--- src/rtl/cpu_pkg.sv ---
// Shared types, encodings and helpers for the multicycle ARM-subset core.
package cpu_pkg;

  localparam int unsigned XLEN  = 32;
  localparam int unsigned NREGS = 16;

  typedef enum logic [2:0] {
    FETCH  = 3'd0,
    DECODE = 3'd1,
    EXEC   = 3'd2,
    MEM    = 3'd3,
    WB     = 3'd4
  } state_t;

  // Data-processing commands (bits 24:21)
  localparam logic [3:0] CMD_AND = 4'b0000;
  localparam logic [3:0] CMD_SUB = 4'b0010;
  localparam logic [3:0] CMD_ADD = 4'b0100;
  localparam logic [3:0] CMD_CMP = 4'b1010;
  localparam logic [3:0] CMD_ORR = 4'b1100;
  localparam logic [3:0] CMD_MOV = 4'b1101;

  // Condition codes (bits 31:28)
  localparam logic [3:0] COND_EQ = 4'h0;
  localparam logic [3:0] COND_NE = 4'h1;
  localparam logic [3:0] COND_CS = 4'h2;
  localparam logic [3:0] COND_CC = 4'h3;
  localparam logic [3:0] COND_MI = 4'h4;
  localparam logic [3:0] COND_PL = 4'h5;
  localparam logic [3:0] COND_VS = 4'h6;
  localparam logic [3:0] COND_VC = 4'h7;
  localparam logic [3:0] COND_HI = 4'h8;
  localparam logic [3:0] COND_LS = 4'h9;
  localparam logic [3:0] COND_GE = 4'hA;
  localparam logic [3:0] COND_LT = 4'hB;
  localparam logic [3:0] COND_GT = 4'hC;
  localparam logic [3:0] COND_LE = 4'hD;
  localparam logic [3:0] COND_AL = 4'hE;
  localparam logic [3:0] COND_NV = 4'hF;

  // Instruction classes (bits 27:26)
  localparam logic [1:0] OP_DP  = 2'b00;
  localparam logic [1:0] OP_MEM = 2'b01;
  localparam logic [1:0] OP_BR  = 2'b10;
  localparam logic [1:0] OP_UND = 2'b11;

  // Bit positions inside the NZCV nibble
  localparam int unsigned FLAG_N = 3;
  localparam int unsigned FLAG_Z = 2;
  localparam int unsigned FLAG_C = 1;
  localparam int unsigned FLAG_V = 0;

  // Evaluate a condition field against the current NZCV flags; NV acts as AL.
  function automatic logic cond_pass(input logic [3:0] cond, input logic [3:0] flags);
    logic n, z, c, v;
    n = flags[FLAG_N];
    z = flags[FLAG_Z];
    c = flags[FLAG_C];
    v = flags[FLAG_V];
    case (cond)
      COND_EQ: cond_pass = z;
      COND_NE: cond_pass = !z;
      COND_CS: cond_pass = c;
      COND_CC: cond_pass = !c;
      COND_MI: cond_pass = n;
      COND_PL: cond_pass = !n;
      COND_VS: cond_pass = v;
      COND_VC: cond_pass = !v;
      COND_HI: cond_pass = c && !z;
      COND_LS: cond_pass = !c || z;
      COND_GE: cond_pass = (n == v);
      COND_LT: cond_pass = (n != v);
      COND_GT: cond_pass = !z && (n == v);
      COND_LE: cond_pass = z || (n != v);
      COND_AL, COND_NV: cond_pass = 1'b1;
      default: cond_pass = 1'b1;
    endcase
  endfunction

  // True for the data-processing commands this core implements.
  function automatic logic cmd_legal(input logic [3:0] cmd);
    case (cmd)
      CMD_AND, CMD_SUB, CMD_ADD, CMD_CMP, CMD_ORR, CMD_MOV: cmd_legal = 1'b1;
      default: cmd_legal = 1'b0;
    endcase
  endfunction

endpackage

--- src/rtl/cpu_alu.sv ---
// Combinational ALU: data-processing result plus the NZCV it would produce.
module cpu_alu
  import cpu_pkg::*;
(
  input  logic [XLEN-1:0] a,
  input  logic [XLEN-1:0] b,
  input  logic [3:0]      cmd,
  input  logic [3:0]      flags_in,
  output logic [XLEN-1:0] result,
  output logic [3:0]      flags_out
);

  logic [XLEN:0] sum;
  logic [XLEN:0] diff;
  logic          valid;

  // Compute result; C/V are only touched by arithmetic, N/Z by every legal op.
  always_comb begin
    sum       = {1'b0, a} + {1'b0, b};
    diff      = {1'b0, a} + {1'b0, ~b} + {{XLEN{1'b0}}, 1'b1};
    result    = '0;
    flags_out = flags_in;
    valid     = 1'b1;
    case (cmd)
      CMD_ADD: begin
        result            = sum[XLEN-1:0];
        flags_out[FLAG_C] = sum[XLEN];
        flags_out[FLAG_V] = (a[XLEN-1] == b[XLEN-1]) && (result[XLEN-1] != a[XLEN-1]);
      end
      CMD_SUB, CMD_CMP: begin
        result            = diff[XLEN-1:0];
        flags_out[FLAG_C] = diff[XLEN];
        flags_out[FLAG_V] = (a[XLEN-1] != b[XLEN-1]) && (result[XLEN-1] != a[XLEN-1]);
      end
      CMD_AND: result = a & b;
      CMD_ORR: result = a | b;
      CMD_MOV: result = b;
      default: valid = 1'b0;
    endcase
    if (valid) begin
      flags_out[FLAG_N] = result[XLEN-1];
      flags_out[FLAG_Z] = (result == '0);
    end
  end

endmodule

--- src/rtl/cpu_multicycle.sv ---
// Multicycle ARM-subset core: FETCH -> DECODE -> EXEC -> [MEM] -> WB.
module cpu_multicycle
  import cpu_pkg::*;
#(
  parameter logic [31:0] RESET_PC = 32'h0000_0000,
  parameter int unsigned ADDR_W   = 32
) (
  input  logic              clk,
  input  logic              reset,
  output logic              imem_req,
  output logic [ADDR_W-1:0] imem_addr,
  input  logic              imem_ready,
  input  logic [31:0]       imem_rdata,
  output logic              dmem_req,
  output logic              dmem_we,
  output logic [ADDR_W-1:0] dmem_addr,
  output logic [31:0]       dmem_wdata,
  input  logic              dmem_ready,
  input  logic [31:0]       dmem_rdata,
  output logic [31:0]       dbg_pc,
  output logic [31:0]       dbg_instr,
  output logic [31:0]       dbg_result,
  output logic [3:0]        dbg_flags,
  output logic              retire,
  output logic              illegal
);

  state_t          state;
  state_t          state_nxt;

  logic [XLEN-1:0] pc;
  logic [XLEN-1:0] instr;
  logic [XLEN-1:0] regs [NREGS];
  logic [XLEN-1:0] opa;
  logic [XLEN-1:0] opm;
  logic [XLEN-1:0] opd;
  logic [XLEN-1:0] target;
  logic [XLEN-1:0] result;
  logic [3:0]      flags;
  logic            skip;

  // Instruction fields
  logic [3:0]  cond, cmd, rn, rd, rm, rot;
  logic [1:0]  op;
  logic        imm_sel, s_bit, l_bit, u_bit;
  logic [7:0]  imm8;
  logic [11:0] imm12;
  logic [23:0] imm24;

  assign cond    = instr[31:28];
  assign op      = instr[27:26];
  assign imm_sel = instr[25];
  assign cmd     = instr[24:21];
  assign u_bit   = instr[23];
  assign s_bit   = instr[20];
  assign l_bit   = instr[20];
  assign rn      = instr[19:16];
  assign rd      = instr[15:12];
  assign rot     = instr[11:8];
  assign imm8    = instr[7:0];
  assign imm12   = instr[11:0];
  assign imm24   = instr[23:0];
  assign rm      = instr[3:0];

  logic [XLEN-1:0]   pc_plus4, pc_plus8;
  logic [XLEN-1:0]   rn_val, rm_val, rd_val;
  logic [2*XLEN-1:0] imm_dbl;
  logic [XLEN-1:0]   imm_rot, op2, alu_res, mem_addr, br_target;
  logic [3:0]        alu_flags;
  logic              cond_ok, dp_legal, is_illegal, is_load, is_branch, wr_en;
  logic              fetch_accept, mem_done;

  assign pc_plus4 = pc + XLEN'(4);
  assign pc_plus8 = pc + XLEN'(8);

  // R15 reads see the pipeline-visible PC+8
  assign rn_val = (rn == 4'd15) ? pc_plus8 : regs[rn];
  assign rm_val = (rm == 4'd15) ? pc_plus8 : regs[rm];
  assign rd_val = (rd == 4'd15) ? pc_plus8 : regs[rd];

  // Rotate-right of imm8 by 2*rot, done as a shift of the doubled word
  assign imm_dbl   = {24'b0, imm8, 24'b0, imm8};
  assign imm_rot   = XLEN'(imm_dbl >> {rot, 1'b0});
  assign op2       = imm_sel ? imm_rot : opm;
  assign mem_addr  = u_bit ? (opa + XLEN'(imm12)) : (opa - XLEN'(imm12));
  assign br_target = pc_plus8 + {{6{imm24[23]}}, imm24, 2'b00};

  assign cond_ok    = cond_pass(cond, flags);
  assign dp_legal   = (op == OP_DP) && cmd_legal(cmd);
  assign is_illegal = ((op == OP_DP) && !cmd_legal(cmd)) || (op == OP_UND);
  assign is_load    = (op == OP_MEM) && l_bit;
  assign is_branch  = (op == OP_BR);
  assign wr_en      = !skip && (rd != 4'd15) && ((dp_legal && (cmd != CMD_CMP)) || is_load);

  cpu_alu u_alu (
    .a         (opa),
    .b         (op2),
    .cmd       (cmd),
    .flags_in  (flags),
    .result    (alu_res),
    .flags_out (alu_flags)
  );

  // State register
  always_ff @(posedge clk or posedge reset) begin
    if (reset) state <= FETCH;
    else       state <= state_nxt;
  end

  // Next-state logic and handshake-completion strobes
  always_comb begin
    state_nxt    = state;
    fetch_accept = 1'b0;
    mem_done     = 1'b0;
    case (state)
      FETCH: begin
        if (imem_req && imem_ready) begin
          fetch_accept = 1'b1;
          state_nxt    = DECODE;
        end
      end
      DECODE: state_nxt = cond_ok ? EXEC : WB;
      EXEC:   state_nxt = (op == OP_MEM) ? MEM : WB;
      MEM: begin
        if (dmem_ready) begin
          mem_done  = 1'b1;
          state_nxt = WB;
        end
      end
      WB:      state_nxt = FETCH;
      default: state_nxt = FETCH;
    endcase
  end

  // Architectural state, operand latches and registered outputs
  always_ff @(posedge clk or posedge reset) begin
    if (reset) begin
      pc         <= RESET_PC;
      instr      <= '0;
      opa        <= '0;
      opm        <= '0;
      opd        <= '0;
      target     <= '0;
      result     <= '0;
      flags      <= '0;
      skip       <= 1'b0;
      imem_req   <= 1'b0;
      dmem_req   <= 1'b0;
      dmem_we    <= 1'b0;
      dmem_addr  <= '0;
      dmem_wdata <= '0;
      retire     <= 1'b0;
      illegal    <= 1'b0;
      for (int i = 0; i < int'(NREGS); i++) regs[i] <= '0;
    end else begin
      imem_req <= (state_nxt == FETCH);
      dmem_req <= (state_nxt == MEM);
      retire   <= (state_nxt == WB);
      illegal  <= (state_nxt == WB) && (state == EXEC) && is_illegal;

      if (fetch_accept) instr <= imem_rdata;

      if (state == DECODE) begin
        opa  <= rn_val;
        opm  <= rm_val;
        opd  <= rd_val;
        skip <= !cond_ok;
      end

      if (state == EXEC) begin
        if (dp_legal) begin
          result <= alu_res;
          if (s_bit || (cmd == CMD_CMP)) flags <= alu_flags;
        end
        if (op == OP_MEM) begin
          dmem_addr  <= ADDR_W'(mem_addr);
          dmem_we    <= !l_bit;
          dmem_wdata <= opd;
        end
        if (is_branch) target <= br_target;
      end

      if (mem_done && is_load) result <= dmem_rdata;

      if (state == WB) begin
        if (wr_en) regs[rd] <= result;
        pc <= (is_branch && !skip) ? target : pc_plus4;
      end
    end
  end

  assign imem_addr  = ADDR_W'(pc);
  assign dbg_pc     = pc;
  assign dbg_instr  = instr;
  assign dbg_result = result;
  assign dbg_flags  = flags;

endmodule

--- config.mk ---
export PLATFORM = sky130hd
export DESIGN_NAME = cpu_multicycle
export DESIGN_NICKNAME = d
export VERILOG_FILES = /design/src/rtl/cpu_pkg.sv /design/src/rtl/cpu_alu.sv /design/src/rtl/cpu_multicycle.sv
export SDC_FILE = /design/constraint.sdc
export NUM_CORES = 2
export LEC_CHECK = 0
export BUFFER_PORTS_ARGS = -buffer_cell sky130_fd_sc_hd__buf_2
export CAP_MARGIN = 20
export CORE_MARGIN = 3
export CORE_UTILIZATION = 44
export DETAILED_ROUTE_END_ITERATION = 8
export PLACE_DENSITY_LB_ADDON = 0.25
export SLEW_MARGIN = 20
export SYNTH_ARGS = -nofsm -noshare
export SYNTH_HDL_FRONTEND = slang
export SYNTH_SLANG_ARGS = --single-unit
--- constraint.sdc ---
create_clock -name clk -period 49.3 [get_ports clk]
set_input_delay 7.395 -clock clk [delete_from_list [all_inputs] [get_ports clk]]
set_output_delay 7.395 -clock clk [all_outputs]
set_load 0.05 [all_outputs]
### Yosys cells after proc, flatten, opt, wreduce, memory -nomap -nowiden

Cells that the tools add are included.
Widths: inputs -> output; s select.

| word-level totals | value |
|---|---|
| register bits | 813 |
| input port bits | 68 |

| operators by class | value |
|---|---|
| $add $sub $neg | 8 |
| magnitude comparators | 4 |
| eq/ne operators | 40 |
| shift operators | 1 |
| muxes and demuxes | 34 |
| bitwise logic cells | 6 |
| reduce and logical (&&, ||, !) cells | 47 |

Operators by type and width:

| cell | number |
|---|---|
| $bwmux 512 | 1 |
| $mux 32 | 16 |
| $bmux 32 s4 | 3 |
| $pmux 32 s5 | 1 |
| $demux 32 s4 | 1 |
| $add 32x32->33 | 2 |
| $eq 4x4->1 const B | 14 |
| $shr 40x5->32 | 1 |
| $add 33x1->33 const B | 1 |
| $add 32x12->32 | 1 |
| $add 32x3->32 const B | 1 |
| $add 32x32->32 | 1 |
| $add 32x4->32 const B | 1 |
| $and 32x32->32 | 1 |
| $logic_not 32->1 | 1 |
| $not 32->32 | 1 |
| $or 32x32->32 | 1 |
| $sub 32x12->32 | 1 |
| $eq 4x3->1 const B | 5 |
| $logic_and 1x1->1 | 16 |
| $ge 5x5->1 const B | 3 |
| $not 4->5 | 3 |
| $pmux 1 s15 | 1 |
| $eq 4x2->1 const B | 3 |
| 24 further kinds | 60 |

### Depth between registers and ports, before layout

| logic depth | value |
|---|---|
| word-level depth | 9 |
| mapped depth | 22 |

### By module

Synthesis repeated with hierarchy kept, for this count alone.

| unflattened totals | value |
|---|---|
| cell total of the unflattened synthesis | 4,684 |
| area, all modules | 53,156.0 sq um |

By module, submodules not included:

| module | times used | cells an instance | area each (sq um) |
|---|---|---|---|
| cpu_multicycle | 1 | 3,810 | 47,300.4 |
| cpu_alu | 1 | 874 | 5,855.6 |

### Worst setup path after synthesis

OpenSTA, ideal clock, no wires.

| timing path | value |
|---|---|
| path type | input to register |
| start point | input port imem_ready |
| end point | register instr[12] (netlist: dbg_instr[12]) |
| library setup time | 125 ps |
| arrival | 8,456 ps |
| slack | 40,720 ps |
| stages | 4 |
| path buffers | 1 |
| cells stage by stage | nand3_1 > nor2_1 > clkbuf_1 > mux2_2 |

| between the ends | value |
|---|---|
| cells in the longest elaborated chain, start to end | 3 |

Ends and longest elaborated chain:

| what | line | source |
|---|---|---|
| start, declared | cpu_multicycle.sv:12 | `input logic imem_ready,` |
| $logic_and 1x1->1 | cpu_multicycle.sv:117 | `if (imem_req && imem_ready) begin` |
| $mux 1 | cpu_multicycle.sv:117 |  |
| $mux 1 | cpu_multicycle.sv:115 | `case (state)` |
| end signal, assigned | cpu_multicycle.sv:161 | `if (fetch_accept) instr <= imem_rdata;` |
| end, declared | cpu_multicycle.sv:32 | `logic [XLEN-1:0] instr;` |

Every way passes these cells.
A chain may end at the register's enable or synchronous reset.

### Final worst setup path

| timing path | value |
|---|---|
| start point | register instr[17] (netlist: dbg_instr[17]) |
| end point | output port dbg_instr[17] |

RTL lines:

| what | line | source |
|---|---|---|
| end, declared | cpu_multicycle.sv:21 | `output logic [31:0] dbg_instr,` |

No word-level cell between the ends.

==> run summary <==
HPWL after DPL -> 130 mm
Avg Vias per Cell -> 6.58
Fin util -> 49.5%
Gr ovfl total -> 0
WL final -> 190 mm
Synth Net Count -> 4785
Net Switching -> 0.00205 W
Setup violations, final -> 0
Antenna Nets Post-Route -> 0
Area Growth Syn to Fin -> 10.6%
Reg power frac -> 26.9%
GRT Total Usage -> 30.6%
Top FF cell, synth -> dfrtp_1
Height of the die -> 351 µm
1st-iter DRT viols -> 4311
Initial DRT Pass Iterations -> 6
CTS tree -> built
Mapped Area -> 0.0524 mm²
Part of the Yosys area used for sequential elements -> 38.8%
Total Nets Final -> 4812
Initial antenna violation count -> 13
Synth cell types -> 103
Slowest cell on crit path -> dfrtp_4
Synthesized flop and latch total -> 813
Crit-path max FO -> 53
Fmax -> 105 MHz
Combinational share of power -> 55.6%
Full die area -> 0.123 mm²
Htree depth -> 3
IO Pins -> 269
I/O Buffers -> 268
Root Buffer -> clkbuf_16
Critical path buffers and inverters -> 1
Vias in the first global route -> 39297
Wire length per cell -> 30.8 µm
Synth warn -> 0
Die W -> 351 µm
Mean cell area of the mapped netlist -> 11.5 µm²
Min Tclk post-route -> 9.52 ns
VDD IR max -> 0.0394 mV
P_int -> 0.00202 W
Net Sw Frac -> 50.4%
CTS sink cnt -> 813
FFs w/ async S/R, synth -> 100%
Fillers -> 10494
N_diodes -> 0
Vias -> 40571
Fin crit share -> 19.3%
CP endpoint kind -> output pin
HP Class -> flip-flop to flip-flop
Startpoint types -> flip-flop
Max_cap viols -> 0
Pin count of the biggest net entering global routing -> 132
Setup TNS -> 0 ns
Max reg flops -> 512
Insertion delay to the later sink of the worst-skew pair -> 0.70 ns
Clock power share -> 17.5%
Clk_skew -> 0.0283 ns
CTS clk-pin slew, worst paths -> 0.06 ns
Post-CTS Resized -> 0
Inserted Clock Buffers -> 94
Mapped Cells -> 4545
Required time worst endpoint -> 41.91 ns
Total power -> 0.00408 W
First-pass GRT wire length -> 277 mm
Layout cells sized above 1 -> 34.7%
Worst Tran Pin Value -> 1.24 ns
Crit Path Class -> flip-flop to output pin
Final Hold Fails -> 0
Normalized max-slew margin -> 16.8%
Initial Utilization -> 44.7%
Placeable Area -> 0.117 mm²
Setup bufs post-CTS -> 0
Pleak -> 26.1 nW
Outcome -> completed
Clk buf depth -> 3
Pwr dens -> 70.3 mW/mm²
Post-route DRC -> 0
Rows -> 125
Share of Yosys cell area claimed by the top area cell type -> 38.8%
Post-synth EDFFs -> 0
Worst EP arrival -> 2.13 ns
Yosys top cell by area -> dfrtp_1
Top cells by area, synth -> dfrtp_1, mux4_2, mux2_2
Family with the most delay on the worst path -> flip-flops
Largest Register -> regs
Hold-fix buffers, CTS -> 0
RSZ-0062 raised after global routing -> no
GP Congestion -> 1.00
CP peak stage delay -> 1.04 ns
Final count of pins violating max slew -> 0
Worst path cell trace -> buf_2
[through the flow]
step / hold WS, ns / worst slack, ns / instances / area (µm²)
2_1_floorplan: 0.424 / 19.07 / 4545 / 52400
3_3_place_gp: 0.362 / 39.32 / 5999 / 54800
3_5_place_dp: 0.363 / 39.29 / 6000 / 54800
4_1_cts: 0.375 / 39.74 / 6168 / 57900
5_1_grt: 0.381 / 39.70 / 6168 / 57900
6_report: 0.373 / 39.78 / 6168 / 57900
[cells in the final DEF (no fill, tap or decap), types with 44 or more instances in the layout]
cell | Yosys | final
xor2_1 | 44 | 44
inv_1 | 120 | 119
nand3_1 | 58 | 57
mux2_2 | 611 | 611
buf_4 | 37 | 94
buf_2 | 12 | 269
a21oi_1 | 184 | 184
clkbuf_16 | 0 | 95
nor3_1 | 50 | 48
xnor2_1 | 52 | 50
nand2_1 | 286 | 280
mux4_2 | 388 | 388
o21ai_0 | 371 | 371
o211ai_1 | 62 | 62
mux2i_1 | 51 | 51
o22a_1 | 58 | 58
nor2_1 | 213 | 205
dfrtp_1 | 813 | 801
ha_1 | 168 | 168
o221ai_1 | 52 | 52
[metal layers]
layer | routed length (µm) | GRT usage, % | vias up
met5 | 181 | 0.785 | -
met4 | 9510 | 13.9 | 10
met3 | 18400 | 7.74 | 405
met2 | 84100 | 45.9 | 1973
met1 | 78100 | 41.8 | 20924
li1 | - | - | 17259
[cell usage after synthesis (16+ instances only)]
library cell  instances
a21oi_1             184
dfrtp_1             813
and3_1               16
o22ai_1              39
o21ai_0             371
mux4_2              388
nor4_1               16
mux2i_1              51
nor2b_1              24
nor2_1              213
xnor2_1              52
o31ai_1              21
a22oi_1              30
o211ai_1             62
inv_1               120
clkbuf_1            301
mux2_2              611
nor3_1               50
nand2_1             286
ha_1                168
o21a_1               20
buf_4                37
a211oi_1             26
nand3_1              58
o22a_1               58
o221ai_1             52
buf_1                80
xor2_1               44
nand2b_1             35
nand4_1              24
a21o_1               43
[final timing paths]
| check | from | end | slack [ns] | cells past startpoint |
|---|---|---|---|---|
| min reg2reg | regs[27] | regs[27] | 0.37 | 0 |
| min | regs[27] | regs[27] | 0.37 | 0 |
| max in group asynchronous | reset | dmem_wdata[14] | 40.08 | 4 |
| min in group asynchronous | reset | regs[453] | 6.91 | 2 |
| max reg2reg | dbg_instr[2] | dbg_flags[2] | 42.30 | 17 |
| max | dbg_instr[17] | dbg_instr[17] | 39.78 | 1 |
[power by group through the flow]
| stage | Combinational (W) | Sequential [W] | Clock [W] |
|---|---|---|---|
| 5_1_grt | 0.00240 | 0.00112 | 0.000753 |
| 2_1_floorplan | 0.00143 | 0.00115 | 0 |
| 4_1_cts | 0.00223 | 0.00109 | 0.000725 |
| 6_report | 0.00227 | 0.00110 | 0.000714 |
| 3_3_place_gp | 0.00222 | 0.00109 | 0 |
| 3_5_place_dp | 0.00222 | 0.00110 | 0 |
[worst register-to-register path, stage by stage (launching register included)]
cell      delay, ns
dfrtp_4        0.83
mux2i_1        0.32
mux2_4         0.36
o221ai_1       0.34
o21ai_0        0.29
ha_1           0.58
nor2b_1        0.12
or4_1          0.45
o21ai_0        0.40
xnor2_1        0.17
o221ai_1       0.13
a21oi_1        0.56
nand3_1        0.16
nor4_1         0.61
nand4_1        0.17
or4_1          0.50
or4_1          0.64
o41ai_2        0.26
[area by class of cell]
cell class / count / area (µm²) / area share, %
well taps: 1524 / 1910 / 3.29
multi-input cells: 3177 / 30000 / 51.7
repair buffers: 365 / 2090 / 3.61
inverters: 121 / 462 / 0.797
flip-flops and latches: 813 / 20400 / 35.2
clock inverters: 33 / 382 / 0.659
clock buffers: 135 / 2750 / 4.74
[cells by family after synthesis]
kind of cell,share of synthesized area (%)
AOI/OAI and AO/OA,13.2
adders and majority gates,4.16
buffers and inverters,4.32
muxes,30.9
DFF,38.8
xor gates and xnor gates,1.60
and+or+nand+nor,6.94
Note: power is estimated with default switching activity, not from simulation.
